--- config.mk ---
export PLATFORM = sky130hd
export DESIGN_NAME = mux4_rr_arbiter
export DESIGN_NICKNAME = d
export VERILOG_FILES = /design/src/rtl/mux_arb_pkg.sv /design/src/rtl/rr_pick4.sv /design/src/rtl/mux4_rr_arbiter.sv
export SDC_FILE = /design/constraint.sdc
export NUM_CORES = 1
export LEC_CHECK = 0
export CORE_MARGIN = 5
export CORE_UTILIZATION = 50
export CTS_BUF_LIST = sky130_fd_sc_hd__clkbuf_2 sky130_fd_sc_hd__clkbuf_4 sky130_fd_sc_hd__clkbuf_8
export DETAILED_ROUTE_END_ITERATION = 6
export PLACE_DENSITY = 0.81
export SLEW_MARGIN = 20
export SYNTH_ARGS = -nofsm -noshare
export SYNTH_HDL_FRONTEND = slang
export SYNTH_SLANG_ARGS = --single-unit
--- constraint.sdc ---
create_clock -name clk -period 1.91 [get_ports clk]
set_input_delay 0.2865 -clock clk [delete_from_list [all_inputs] [get_ports clk]]
set_output_delay 0.2865 -clock clk [all_outputs]
set_load 0.005 [all_outputs]
--- src/rtl/mux_arb_pkg.sv ---
// Shared constants, state encoding and helpers for the 4-way round-robin mux arbiter.
package mux_arb_pkg;

  localparam int unsigned NUM_REQ = 4;
  localparam int unsigned SEL_W   = 2;

  typedef enum logic {IDLE, GRANT} state_e;

  function automatic logic [NUM_REQ-1:0] onehot2(input logic [SEL_W-1:0] idx);
    return NUM_REQ'(1) << idx;
  endfunction

endpackage

--- src/rtl/rr_pick4.sv ---
// Combinational round-robin picker: first set request searching from ptr upward, mod 4.
module rr_pick4
  import mux_arb_pkg::*;
(
  input  logic [NUM_REQ-1:0] req,
  input  logic [SEL_W-1:0]   ptr,
  output logic [SEL_W-1:0]   idx,
  output logic               found
);

  logic [SEL_W-1:0] cand;

  // Walk the search order backwards so the earliest hit is the one left standing.
  always_comb begin
    idx   = '0;
    found = 1'b0;
    cand  = '0;
    for (int i = NUM_REQ - 1; i >= 0; i--) begin
      cand = ptr + SEL_W'(i);
      if (req[cand]) begin
        idx   = cand;
        found = 1'b1;
      end
    end
  end

endmodule

--- src/rtl/mux4_rr_arbiter.sv ---
// Round-robin arbiter owning the mux4 select lines, with registered data and a tenure cap.
module mux4_rr_arbiter
  import mux_arb_pkg::*;
#(
  parameter int unsigned DATA_W   = 1,
  parameter int unsigned MAX_HOLD = 8
) (
  input  logic                        clk,
  input  logic                        rst_n,
  input  logic [NUM_REQ-1:0]          req,
  input  logic [NUM_REQ*DATA_W-1:0]   in_data,
  output logic [NUM_REQ-1:0]          gnt,
  output logic [SEL_W-1:0]            sel,
  output logic                        busy,
  output logic [DATA_W-1:0]           out_data,
  output logic                        out_valid
);

  localparam int unsigned CNT_W = $clog2(MAX_HOLD) + 1;
  localparam logic [CNT_W-1:0] HOLD_LAST = CNT_W'(MAX_HOLD - 1);

  state_e              state_q;
  logic [SEL_W-1:0]    ptr_q;
  logic [SEL_W-1:0]    sel_q;
  logic [NUM_REQ-1:0]  gnt_q;
  logic                busy_q;
  logic [DATA_W-1:0]   out_data_q;
  logic                out_valid_q;
  logic [CNT_W-1:0]    hold_cnt_q;

  logic [SEL_W-1:0]    pick_idx;
  logic                pick_found;
  logic                owner_req;
  logic                rel_now;
  logic [DATA_W-1:0]   owner_data;

  rr_pick4 u_pick (
    .req   (req),
    .ptr   (ptr_q),
    .idx   (pick_idx),
    .found (pick_found)
  );

  // Timeout and request drop collapse into a single release.
  always_comb begin
    owner_req  = req[sel_q];
    owner_data = in_data[int'(sel_q)*DATA_W +: DATA_W];
    rel_now    = !owner_req || (hold_cnt_q == HOLD_LAST);
  end

  always_ff @(posedge clk or negedge rst_n) begin
    if (!rst_n) begin
      state_q     <= IDLE;
      ptr_q       <= '0;
      sel_q       <= '0;
      gnt_q       <= '0;
      busy_q      <= 1'b0;
      out_data_q  <= '0;
      out_valid_q <= 1'b0;
      hold_cnt_q  <= '0;
    end else begin
      unique case (state_q)
        IDLE: begin
          out_valid_q <= 1'b0;
          if (pick_found) begin
            gnt_q      <= onehot2(pick_idx);
            sel_q      <= pick_idx;
            busy_q     <= 1'b1;
            hold_cnt_q <= '0;
            state_q    <= GRANT;
          end
        end
        GRANT: begin
          if (owner_req) begin
            out_data_q  <= owner_data;
            out_valid_q <= 1'b1;
            hold_cnt_q  <= hold_cnt_q + CNT_W'(1);
          end else begin
            out_valid_q <= 1'b0;
          end
          if (rel_now) begin
            gnt_q   <= '0;
            busy_q  <= 1'b0;
            ptr_q   <= sel_q + SEL_W'(1);
            state_q <= IDLE;
          end
        end
        default: state_q <= IDLE;
      endcase
    end
  end

  assign gnt       = gnt_q;
  assign sel       = sel_q;
  assign busy      = busy_q;
  assign out_data  = out_data_q;
  assign out_valid = out_valid_q;

endmodule

# Yosys cells after proc, flatten, opt, wreduce, memory -nomap -nowiden

Cells that the tools add are included.
Widths: inputs -> output; s select.

Input bits: 10
Register bits: 16
Logic and storage cells: 64

Muxes and demuxes: 32
Reductions and logical operators: 7
Equality and inequality tests: 4
Magnitude comparators: 5
Add/sub/neg operators: 5
Shifts and indexed selects: 2
Bitwise gates (word level): 1

Operator list:

| kind                | number |
|---|---|
| $mux 4              | 4 |
| $pmux 4 s2          | 2 |
| $lt 2x3->1 const B  | 5 |
| $mux 1              | 14 |
| $bmux 1 s2          | 5 |
| $reduce_and 2->1    | 5 |
| $mux 2              | 4 |
| $pmux 1 s2          | 3 |
| $add 2x1->2 const B | 2 |
| $add 2x2->2 const B | 2 |
| $add 4x1->4 const B | 1 |
| $eq 4x3->1 const B  | 1 |
| $ne 2x1->1 const B  | 2 |
| $shiftx 4x3->1      | 1 |
| $shl 1x2->4 const A | 1 |
| $ne 2x2->1 const B  | 1 |
| $logic_not 1->1     | 1 |
| $logic_or 1x1->1    | 1 |
| $not 1->1           | 1 |

# Logic depth before layout (Yosys ltp)

Gate-level depths: netlist of the first run.

Depth after elaboration: 10
Gate-level depth with buffers: 5

# Modules after synthesis

A second synthesis of the first run with hierarchy kept.

Cells, all modules: 88
Area total of the unflattened synthesis: 905.9 um2

By module, submodules not included:

| module          | cells an instance | area each (um2) | instances |
|---|---|---|---|
| mux4_rr_arbiter | 75                | 828.3           | 1 |
| rr_pick4        | 13                | 77.6            | 1 |

# Worst setup path after synthesis of the first run

OpenSTA, ideal clock, no wires.

Path kind: register -> register
From: register sel_q[0] (netlist: sel[0])
To: register out_data_q (netlist: out_data)
Stages on the path, launching flop included: 4
Library setup time: 0.125 ns
Required time: 1.785 ns
Path slack: 0.230 ns
Arrival time: 1.555 ns
Cell sequence: dfrtp_1 -> mux4_2 -> nand2_1 -> mux2_2

Cells in the longest elaborated chain, start to end: 3
Elaborated cells on any way between the ends: 4

Ends and longest elaborated chain:

| what                              | line                  | RTL |
|---|---|---|
| from (decl)                       | mux4_rr_arbiter.sv:24 | `logic [SEL_W-1:0] sel_q;` |
| from (signal assigned)            | mux4_rr_arbiter.sv:67 | `sel_q <= pick_idx;` |
| $bmux 1 s2                        | mux4_rr_arbiter.sv:46 | `owner_req = req[sel_q];` |
| $mux 1 (not written as such)      | mux4_rr_arbiter.sv:46 |  |
| $reduce_and 2->1 (no source line) | --                    |  |
| to (signal assigned)              | mux4_rr_arbiter.sv:75 | `out_data_q <= owner_data;` |
| to (decl)                         | mux4_rr_arbiter.sv:27 | `logic [DATA_W-1:0] out_data_q;` |

Several ways; a longest one is shown, not always the timed one. The select of a mux whose other input is x is not followed.
A chain may end at the register's enable or synchronous reset.

# Final worst setup path of the first run

From: input port req[3]
To: register gnt_q[0] (netlist: gnt[0])

Cells in the longest elaborated chain, start to end: 9
Elaborated cells on any way between the ends: 26

Ends and longest elaborated chain:

| what                         | line                  | RTL |
|---|---|---|
| from (decl)                  | mux4_rr_arbiter.sv:10 | `input logic [NUM_REQ-1:0] req,` |
| $bmux 1 s2                   | rr_pick4.sv:20        | `if (req[cand]) begin` |
| $mux 1 (not written as such) | rr_pick4.sv:20        |  |
| $mux 2 (4 in a row)          | rr_pick4.sv:20        |  |
| $shl 1x2->4                  | mux_arb_pkg.sv:10     | `return NUM_REQ'(1) << idx;` |
| $mux 4                       | mux4_rr_arbiter.sv:65 | `if (pick_found) begin` |
| $pmux 4 s2                   | mux4_rr_arbiter.sv:62 | `unique case (state_q)` |
| to (signal assigned)         | mux4_rr_arbiter.sv:66 | `gnt_q <= onehot2(pick_idx);` |
| to (decl)                    | mux4_rr_arbiter.sv:25 | `logic [NUM_REQ-1:0] gnt_q;` |

Several ways; a longest one is shown, not always the timed one. The select of a mux whose other input is x is not followed.

==> metrics.md, run 1 <==
| Metric | Value |
|---|---|
| Final hold violation count | `0` |
| Final worst path period share | `0.8608` |
| Comb pwr share | `0.492` |
| Wire per inst | `14.63 um` |
| DR top layer | `met4` |
| Reg2reg path depth | `4` |
| Worst-path maximum fanout | `6` |
| Final instance area | `1096 um2` |
| Area grow syn2layout | `39.71%` |
| Dpl hpwl | `1372 um` |
| Pwr dens | `1463 nW/um2` |
| Die H | `49.61 um` |
| Initial Util | `0.5269` |
| WL met2 | `914 um` |
| Dpl cell area | `1060 um2` |
| Worst path required time | `2.08 ns` |
| ANT cells | `0` |
| Slew headroom | `0.7304` |
| Max-cap violations | `0` |
| H-tree Lvls | `1` |
| Vias/cell | `5.585` |
| Synth Register Bits | `16` |
| DRC violations left | `0` |
| Unrepaired setup endpoints after global routing | `no` |
| Post-synth top area cell | `dfrtp_1` |
| Remaining Overflow, GRT | `0` |
| Critical path launch point | `req[3]` |
| Synth warn | `0` |
| Multi-input gate area | `365.4 um2` |
| Mapped Area | `784.5 um2` |
| Die area | `2461 um2` |
| Yosys top cell area share | `0.5104` |
| CP arrival | `1.81 ns` |
| Synth cell types | `28` |
| Top Ports | `19` |
| Hold Path Class | `in -> async` |
| Number of global-route vias before repair | `735` |
| CP Class | `in -> reg` |
| Reg power frac | `0.372` |
| Pin count of the biggest net entering global routing | `17` |
| CTS buffer count | `3` |
| Final Core Density | `0.7361` |
| Post_cts resized | `0` |
| Mapped Cells | `70` |
| Pins over their slew limit | `0` |
| GPL Wtd Cong | `0.8736` |
| Fillers | `105` |
| Synthesized Nets | `81` |
| Setup TNS | `0 ns` |
| Clk root buf | `clkbuf_4` |
| CTS tree | `yes` |
| Final net count | `114` |
| Setup crit start kind | `input port` |
| Tot GR Track Use | `0.1699` |
| Tightest Pin Transition | `0.4034 ns` |
| Die Width | `49.61 um` |
| Final ANT Viol Nets | `0` |
| Initial antenna violation count | `0` |
| Wl on met1 | `736 um` |
| Worst-Skew Late Latency | `0.28 ns` |
| DRT Pass-1 Iters | `4` |
| Met3 wire len | `57 um` |
| Clock skew | `0.005384 ns` |
| Avg Cell Area, Syn | `11.21 um2` |
| Outcome | `finished, final reports clean` |
| Top cells by area, synth | `dfrtp_1 51%, o21ai_0 3.8%, mux4_1 3.3%` |
| Min Tclk post-route | `1.644 ns` |
| Via Count | `659` |
| Final setup viols | `0` |
| Port Buf Inserts | `18` |
| Clk buf depth | `2` |
| Reg2Reg Launch Point | `sel[0]` |
| Switching Power | `547.0 uW` |
| Fraction of layout cells with a size suffix above 1 | `0.1863` |
| Number of DRC markers in iteration 0 | `12` |
| Sequential area share after synthesis | `0.5104` |
| Clk pwr share | `0.136` |
| Sw frac | `0.3411` |
| Cell internal pwr | `1.057 mW` |
| Seq. cell area | `400.4 um2` |
| Setup slack at placement | `-0.02989 ns` |
| CORE AREA | `1489 um2` |
| Fin worst setup slack | `0.2658 ns` |
| Setup crit end kind | `register` |
| CTS Sinks | `16` |
| Leak | `0.5122 nW` |
| Row count | `14` |
| Clock transition at path regs | `0.09 ns` |
| Global-route wire length before repair | `3236 um` |
| VDD IR-drop max | `0.8353 mV` |
| Post-CTS Hold Buffers | `0` |
| Post-CTS Setup Bufs | `0` |
| Final WL | `1726 um` |
| Fmax achieved | `608.2 MHz` |
final cells by class:
cell class	instances	share of cell area
clock buffer	4	0.03311
inverter	5	0.01712
multi-input combinational	49	0.3333
sequential	16	0.3653
tap	16	0.01826
timing repair buffer	28	0.2329
critical path, cell delays in order:
cell and delay, ns:
clkdlybuf4s50_1 0.49, mux4_2 0.55, a21boi_4 0.17, nor2_2 0.08, a22o_1 0.24
logic make-up after synthesis:
family / after synthesis / synth area share
AOI/OAI and AO/OA: 24 / 0.2377
and+or+nand+nor: 19 / 0.1116
DFF: 16 / 0.5104
buffers and inverters: 5 / 0.02393
muxes: 4 / 0.08932
xor gates and xnor gates: 1 / 0.01117
adders and majority gates: 1 / 0.01595
sequential cells by signal (all words and copies together) (netlist names):
signal      count
hold_cnt_q      4
sel             2
gnt             4
out_valid       1
state_q         1
out_data        1
busy            1
ptr_q           2
path summary, 6_finish.rpt:
kind | to | slack (ns)
worst max-delay path | gnt[0] | 0.27
min in group clk | hold_cnt_q[3] | 0.49
max in group asynchronous | state_q | 1.40
worst max register to register | gnt[0] | 0.38
worst min-delay path | busy | 0.32
worst min register to register | hold_cnt_q[3] | 0.49
routing by layer:
metal  track usage  vias up
li1              -      325
met1        0.1977      317
met2        0.2881       13
met3       0.04217        4
met4       0.07860        0
met5             0        -
layout by cell type (no fill, tap or decap), drive strengths merged, types with 2 or more instances in the layout:
master,netlist,routed
clkdlybuf4s50,0,18
clkbuf,0,4
inv,5,5
nand2,6,6
nand3,5,5
mux4,2,2
a21o,2,2
nor2,5,5
dfrtp,16,16
o21ai,6,6
buf,0,10
a22o,2,2
o21a,2,2
a21oi,4,4
cells in the mapped netlist:
library cell	instances
dfrtp_1	16
nand2_1	6
o21ai_0	6
inv_1	5
nand3_1	5
a21oi_1	4
nor2_1	4
a21o_1	2
a22o_1	2
o21a_1	2
a2111oi_1	1
a21boi_4	1
a221oi_1	1
a2bb2o_4	1
ha_1	1
mux2_2	1
mux2i_1	1
mux4_1	1
mux4_2	1
nand3b_1	1
nor2_2	1
nor2b_1	1
nor3_1	1
o211ai_1	1
o21bai_1	1
o2bb2ai_1	1
o31ai_1	1
xnor2_1	1
per-stage QoR:
stage	hold slack (ns)	std cells	power [mW]
after CTS	0.3208	118	1.627
after detailed placement	0.4721	114	1.401
after floorplan	-0.009091	70	1.002
final	0.3210	118	1.604
after global placement	0.4690	114	1.371
after global routing	0.3297	118	1.753
power groups by stage:
stage | clock network [mW] | registers [mW] | logic [mW]
floorplan | 0 | 0.594 | 0.408
global placement | 0 | 0.595 | 0.777
detailed placement | 0 | 0.599 | 0.802
CTS | 0.229 | 0.595 | 0.804
global route | 0.254 | 0.617 | 0.882
finish | 0.217 | 0.597 | 0.790
(Power assumes the default switching activity.)
==> run 2, diff against run 1 <==
--- a/config.mk
+++ b/config.mk
@@ -9,8 +9,9 @@
 export CORE_UTILIZATION = 50
 export CTS_BUF_LIST = sky130_fd_sc_hd__clkbuf_2 sky130_fd_sc_hd__clkbuf_4 sky130_fd_sc_hd__clkbuf_8
 export DETAILED_ROUTE_END_ITERATION = 6
-export PLACE_DENSITY = 0.81
+export PLACE_DENSITY = 0.78
 export SLEW_MARGIN = 20
 export SYNTH_ARGS = -nofsm -noshare
 export SYNTH_HDL_FRONTEND = slang
+export SYNTH_HIERARCHICAL = 1
 export SYNTH_SLANG_ARGS = --single-unit
==> run 2 against run 1 <==
  * Total power up 8.3%
  * Wire length up 14%
  * Largest power group unchanged
  * Critical path type unchanged
  * Highest routed layer unchanged
  * Global-route usage down 0.71 points
==> metrics.md, run 2 <==
| Metric | Value |
|---|---|
| Slowest CP cell | `mux4_2 (unchanged)` |
| Via Count | `744 (was 659)` |
| ANT cells | `0 (unchanged)` |
| CTS buffer count | `3 (unchanged)` |
| Sequential area share after synthesis | `0.4420 (was 0.5104)` |
| Slew headroom | `0.7766 (was 0.7304)` |
| CORE AREA | `1727 um2 (was 1489 um2)` |
| FF-to-FF End | `ptr_q[1] (was gnt[0])` |
| Clock skew | `0.0007815 ns (was 0.005384 ns)` |
| Delay-heaviest family, CP | `multiplexers (unchanged)` |
| CP Class | `in -> reg (unchanged)` |
| Pins over their slew limit | `0 (unchanged)` |
| Tightest Pin Transition | `0.3344 ns (was 0.4034 ns)` |
| Area grow syn2layout | `31.63% (was 39.71%)` |
| Synth async-reset ratio | `1.000 (unchanged)` |
| Most numerous cell in the Yosys netlist | `dfrtp_1 (unchanged)` |
| Number of global-route vias before repair | `721 (was 735)` |
| Unrepaired setup endpoints after global routing | `no (unchanged)` |
| Post-synth top area cell | `dfrtp_1 (unchanged)` |
| GPL Wtd Cong | `0.7602 (was 0.8736)` |
| Top FF cell, synth | `dfrtp_1 (unchanged)` |
| Initial Util | `0.5246 (was 0.5269)` |
| Worst path required time | `2.10 ns (was 2.08 ns)` |
| Pin count of the biggest net entering global routing | `18 (was 17)` |
| Outcome | `finished, final reports clean (unchanged)` |
| Final net count | `129 (was 114)` |
| H-tree Lvls | `1 (unchanged)` |
| Final setup viols | `0 (unchanged)` |
| CTS Sinks | `16 (unchanged)` |
| Die area | `2763 um2 (was 2461 um2)` |
| DRT Pass-1 Iters | `4 (unchanged)` |
| Final hold violation count | `0 (unchanged)` |
| Final worst path period share | `0.8570 (was 0.8608)` |
| Die H | `52.57 um (was 49.61 um)` |
| Mapped Cells | `88 (was 70)` |
| Synth Register Bits | `16 (unchanged)` |
| Avg Cell Area, Syn | `10.29 um2 (was 11.21 um2)` |
| Hold Path Class | `in -> async (unchanged)` |
| Critical path buffers and inverters | `1 (unchanged)` |
| Total chip power | `1.737 mW (was 1.604 mW)` |
| Top Ports | `19 (unchanged)` |
| Worst-path cell chain | `clkdlybuf4s50_1 -> mux4_2 -> a21oi_1 -> mux2_2 (was clkdlybuf4s50_1 -> mux4_2 -> a21boi_4 -> nor2_2 -> a22o_1)` |
| Min Tclk post-route | `1.637 ns (was 1.644 ns)` |
| Remaining Overflow, GRT | `0 (unchanged)` |
| Synthesized Nets | `99 (was 81)` |
| Fraction of layout cells with a size suffix above 1 | `0.1897 (was 0.1863)` |
| Reg2reg path depth | `3 (was 4)` |
| Synth warn | `6 (was 0)` |
| Synth cell types | `32 (was 28)` |
| Fin worst setup slack | `0.2732 ns (was 0.2658 ns)` |
| CTS tree | `yes (unchanged)` |
| Post_cts resized | `0 (unchanged)` |
| Vias/cell | `5.277 (was 5.585)` |
| Clk buf depth | `2 (unchanged)` |
| Setup crit start kind | `input port (unchanged)` |
| Top cells by area, synth | `dfrtp_1 44%, mux2_2 5.0%, nand2_1 4.6% (was dfrtp_1 51%, o21ai_0 3.8%, mux4_1 3.3%)` |
| Yosys top cell area share | `0.4420 (was 0.5104)` |
| VDD IR-drop max | `0.8557 mV (was 0.8353 mV)` |
| Setup slack at placement | `-0.02204 ns (was -0.02989 ns)` |
| Clock transition at path regs | `0.09 ns (about the same)` |
| Wire per inst | `13.92 um (was 14.63 um)` |
| Mapped Area | `905.9 um2 (was 784.5 um2)` |
| Number of DRC markers in iteration 0 | `16 (was 12)` |
| Post-CTS Hold Buffers | `0 (unchanged)` |
| DRC violations left | `0 (unchanged)` |
| Setup slack, reg-to-reg | `0.28 ns (was 0.38 ns)` |
| Top cells by count, synth | `16 x dfrtp_1, 11 x nand2_1, 8 x nor2_1 (was 16 x dfrtp_1, 6 x nand2_1, 6 x o21ai_0)` |
| CP arrival | `1.82 ns (was 1.81 ns)` |
| Port Buf Inserts | `18 (unchanged)` |
| Row count | `15 (was 14)` |
| Worst-path maximum fanout | `4 (was 6)` |
| Reg2Reg Launch Point | `sel[0] (unchanged)` |
| Count of flip-flops with a built-in enable after synthesis | `0 (unchanged)` |
| CP peak stage delay | `0.52 ns (was 0.55 ns)` |
| Final WL | `1963 um (was 1726 um)` |
| Max-cap violations | `0 (unchanged)` |
| Tot GR Track Use | `0.1628 (was 0.1699)` |
| Post-CTS Setup Bufs | `0 (unchanged)` |
| Setup crit end kind | `register (unchanged)` |
| Clk root buf | `clkbuf_4 (unchanged)` |
| Worst-Skew Late Latency | `0.29 ns (was 0.28 ns)` |
| Fillers | `140 (was 105)` |
| Initial antenna violation count | `0 (unchanged)` |
| Fmax achieved | `610.9 MHz (was 608.2 MHz)` |
| Leak | `0.5336 nW (was 0.5122 nW)` |
| Die Width | `52.57 um (was 49.61 um)` |
| Pwr dens | `1457 nW/um2 (was 1463 nW/um2)` |
| Commonest non-fill, non-tap cells in the layout | `18 x clkdlybuf4s50_1, 16 x dfrtp_1, 11 x nand2_1, 11 x buf_4, 8 x nor2_1 (was 18 x clkdlybuf4s50_1, 16 x dfrtp_1, 10 x buf_4, 6 x nand2_1, 6 x o21ai_0)` |
| Commonest non-fill, non-tap cell in the layout | `clkdlybuf4s50_1 (unchanged)` |
| Final ANT Viol Nets | `0 (unchanged)` |
| Global-route wire length before repair | `3249 um (was 3236 um)` |
| Dpl hpwl | `1459 um (was 1372 um)` |
run 2: cell types whose count changed in the layout (fill, tap and decap cells not counted), moves of 3 or more:
cell / delta
nor2_1: +4
o21ai_0: -5
nand2_1: +5
o22ai_1: +6
mux2_2: +3
nand3_1: -3
nand2b_1: +3
run 2: power by group:
group	leakage, nW	internal (mW)	switching (mW)
logic	0.319	0.539	0.375
clock network	0.0138	0.0734	0.111
registers	0.201	0.497	0.141
total	0.534	1.11	0.627
run 2: kinds of logic (layout without fill, tap and decap cells):
family,after synthesis,in the layout,synth area share
AND/OR/NAND/NOR,34,34,0.1934
AO/OA/AOI/OAI,18,18,0.1326
flip-flops,16,16,0.4420
multiplexers,10,10,0.1533
buffers and inverters,7,35,0.04558
XOR/XNOR,2,2,0.01934
adder cells (fa/ha/maj),1,1,0.01381
run 2: metal layers:
layer | up-vias | wire length (um) | global-route usage
met1 | 343 | 934 | 0.2111
met5 | - | 0 | 0
met4 | 0 | 33 | 0.07660
li1 | 374 | - | -
met3 | 6 | 98 | 0.03989
met2 | 21 | 896 | 0.2521
run 2: per-stage QoR:
stage	util	setup TNS [ns]	hold slack (ns)	std cells	area [um2]
floorplan	-	0	-0.009091	88	905.9
global placement	0.6775	0	0.4964	138	1170
detailed placement	0.6775	-0.03745	0.5147	138	1170
CTS	0.6906	0	0.3000	141	1192
global route	0.6906	0	0.3060	141	1192
finish	0.6906	0	0.2988	141	1192
run 2: worst register-to-register path: stages (launching register included):
cell and delay, ns:
dfrtp_1 0.39, mux4_2 0.56, a21oi_1 0.22, mux2_2 0.36
run 2: area by class of cell:
class / instances / area (um2) / share of cell area
Timing Repair Buffer: 29 / 262.8 / 0.2204
Inverter: 3 / 11.26 / 0.009444
Multi-Input combinational cell: 65 / 464.2 / 0.3893
Clock buffer: 3 / 22.52 / 0.01889
Tap cell: 25 / 31.28 / 0.02623
Sequential cell: 16 / 400.4 / 0.3358
run 2: worst max-delay path by stage:
stage,startpoint,end,slack (ns),cells past startpoint
2_1_floorplan,sel[0],ptr_q[1],0.13,4
3_3_place_gp,req[3],hold_cnt_q[3],0.04,4
3_5_place_dp,req[0],ptr_q[1],-0.02,4
4_1_cts,sel[0],sel[0],0.27,2
5_1_grt,sel[0],sel[0],0.22,2
6_report,req[0],ptr_q[1],0.27,4
==> edit, RTL diff (flow settings as in run 2) <==
Make the reset (`rst_n`) synchronous in one clocked block.
--- a/src/rtl/mux4_rr_arbiter.sv
+++ b/src/rtl/mux4_rr_arbiter.sv
@@ -50,3 +50,3 @@
 
-  always_ff @(posedge clk or negedge rst_n) begin
+  always_ff @(posedge clk) begin
     if (!rst_n) begin
Check against the original RTL: differs if rst_n is asserted again (counterexample within 4 cycles, from zero or initial values and one cycle with rst_n low); with rst_n held inactive, the same outputs for 10 cycles.
==> edit against run 2 <==
- synthesized area down 2.5%
- routed wire length increased by 10%
- via count up 9.9%
- final area increased by 0.52%
- clock skew rose by 0.0090 ns
- highest routed layer unchanged
- critical endpoint is now sel[1]
- setup slack worse by 0.027 ns
- sequential cell count stayed put
- utilization grew 1.1 points
- critical path depth rose by 3
- sequential share of layout area decreased by 6.9 points
Power is not compared: it rests on default switching activity, and its combinational part moved more than twofold at a synthesized area within 25%.
==> edit: results (changes against run 2) <==
Global-route wire length before repair -> 3730 um (was 3250 um)
Crit share post-route -> 87.1% (was 85.7%)
Slew Limit Headroom -> 65.7% (was 77.7%)
Post-Place Cell Area -> 1160 um^2 (was 1170 um^2)
Drt wl/cell -> 14.2 um (was 13.9 um)
Fill count -> 149 (was 140)
Diode count -> 0 (unchanged)
Number of global-route vias before repair -> 833 (was 721)
Final net count -> 139 (was 129)
Synth Net Count -> 108 (was 99)
Pre-CTS setup slack -> -0.0232 ns (was -0.0220 ns)
Placed cell count -> 148 (was 138)
Sequential cell area fraction in the yosys report -> 36.3% (was 44.2%)
CP top delay family -> buffers and inverters (was multiplexers)
CP max-delay cell -> clkdlybuf4s50_1 (was mux4_2)
Worst vdd ir -> 0.504 mV
FF-to-FF setup slack -> 0.33 ns (was 0.28 ns)
Via Count -> 818 (was 744)
Synth async-reset ratio -> 0% (was 100%)
Status -> complete, no violations (unchanged)
Fin cells -> 152 (was 141)
Arr. time, crit path -> 1.85 ns (was 1.82 ns)
Crit-path max FO -> 8 (was 4)
GPL Wtd Cong -> 0.766 (was 0.760)
Root Driver -> clkbuf_4 (unchanged)
Synth unique cells -> 41 (was 32)
Hold WC Path Type -> reg -> reg (was in -> async)
Commonest cells in the synthesized netlist -> dfxtp_1, nand2_1, nor2_1 (was dfrtp_1, nand2_1, nor2_1, o22ai_1, a21oi_1)
Largest cells by area after synthesis -> dfxtp_1, mux2i_1, nand2_1 (was dfrtp_1, mux2_2, nand2_1)
HPWL after DPL -> 1570 um (was 1460 um)
WHS -> 0.468 ns (was 0.299 ns)
CTS Buffer Depth -> 2 (unchanged)
Cells after Synth -> 97 (was 88)
Setup Skew -> 0.00976 ns (was 0.000782 ns)
Largest net degree at the start of global routing -> 10 (was 18)
Inserted Clock Buffers -> 3 (unchanged)
Yosys warnings -> 6 (unchanged)
Fraction of layout cells with a size suffix above 1 -> 21.3% (was 19.0%)
DRT iter0 DRCs -> 18 (was 16)
GR Util All Layers -> 18.3% (was 16.3%)
## edit: stage by stage
step	setup TNS (ns)	utilization, %
6_report	0	70.2
5_1_grt	0	70.2
4_1_cts	0	70.2
3_5_place_dp	-0.0718	68.1
3_3_place_gp	0	68.1
2_1_floorplan	0	-
## edit: final timing paths
| path | depth (start not counted) | endpoint | from |
|---|---|---|---|
| max | 7 | sel[1] | req[2] |
| min reg2reg | 2 | gnt[1] | gnt[1] |
| max reg2reg | 3 | gnt[3] | sel[0] |
| min | 2 | gnt[1] | gnt[1] |
## edit: cells by family (layout without fill, tap and decap cells)
logic type | Yosys count | in the layout | synth area share (%)
muxes | 8 | 8 | 12.6
DFF | 16 | 16 | 36.3
and+or+nand+nor | 37 | 37 | 21.0
adders and majority gates | 1 | 1 | 1.42
AOI/OAI and AO/OA | 24 | 24 | 21.8
xor gates and xnor gates | 1 | 1 | 0.992
buffers and inverters | 10 | 40 | 5.95
## edit: routing by layer
metal | wire, um | up-vias | global-route usage [%]
li1 | - | 412 | -
met1 | 1000 | 375 | 23.2
met2 | 1030 | 27 | 30.1
met3 | 109 | 4 | 3.72
met4 | 23 | 0 | 7.42
met5 | 0 | - | 0
## edit: worst register-to-register path, cell delays in order, from the launching register on
cell and delay (ns):
dfxtp_1 0.37, mux4_2 0.58, a41o_1 0.30, a22o_1 0.23
## edit: where the power goes
part           internal [W]  switching, W  total, W
Sequential         0.000354     0.0000200  0.000374
Combinational      0.000113     0.0000861  0.000199
Clock              0.000116      0.000111  0.000227
## edit: layout make-up
type	count	area (um^2)	area share, %
clock buffer	4	36.3	3.03
inverter	4	15.0	1.25
multi-input combinational	71	510	42.6
sequential	16	320	26.7
tap	25	31.3	2.61
timing repair buffer	32	285	23.8
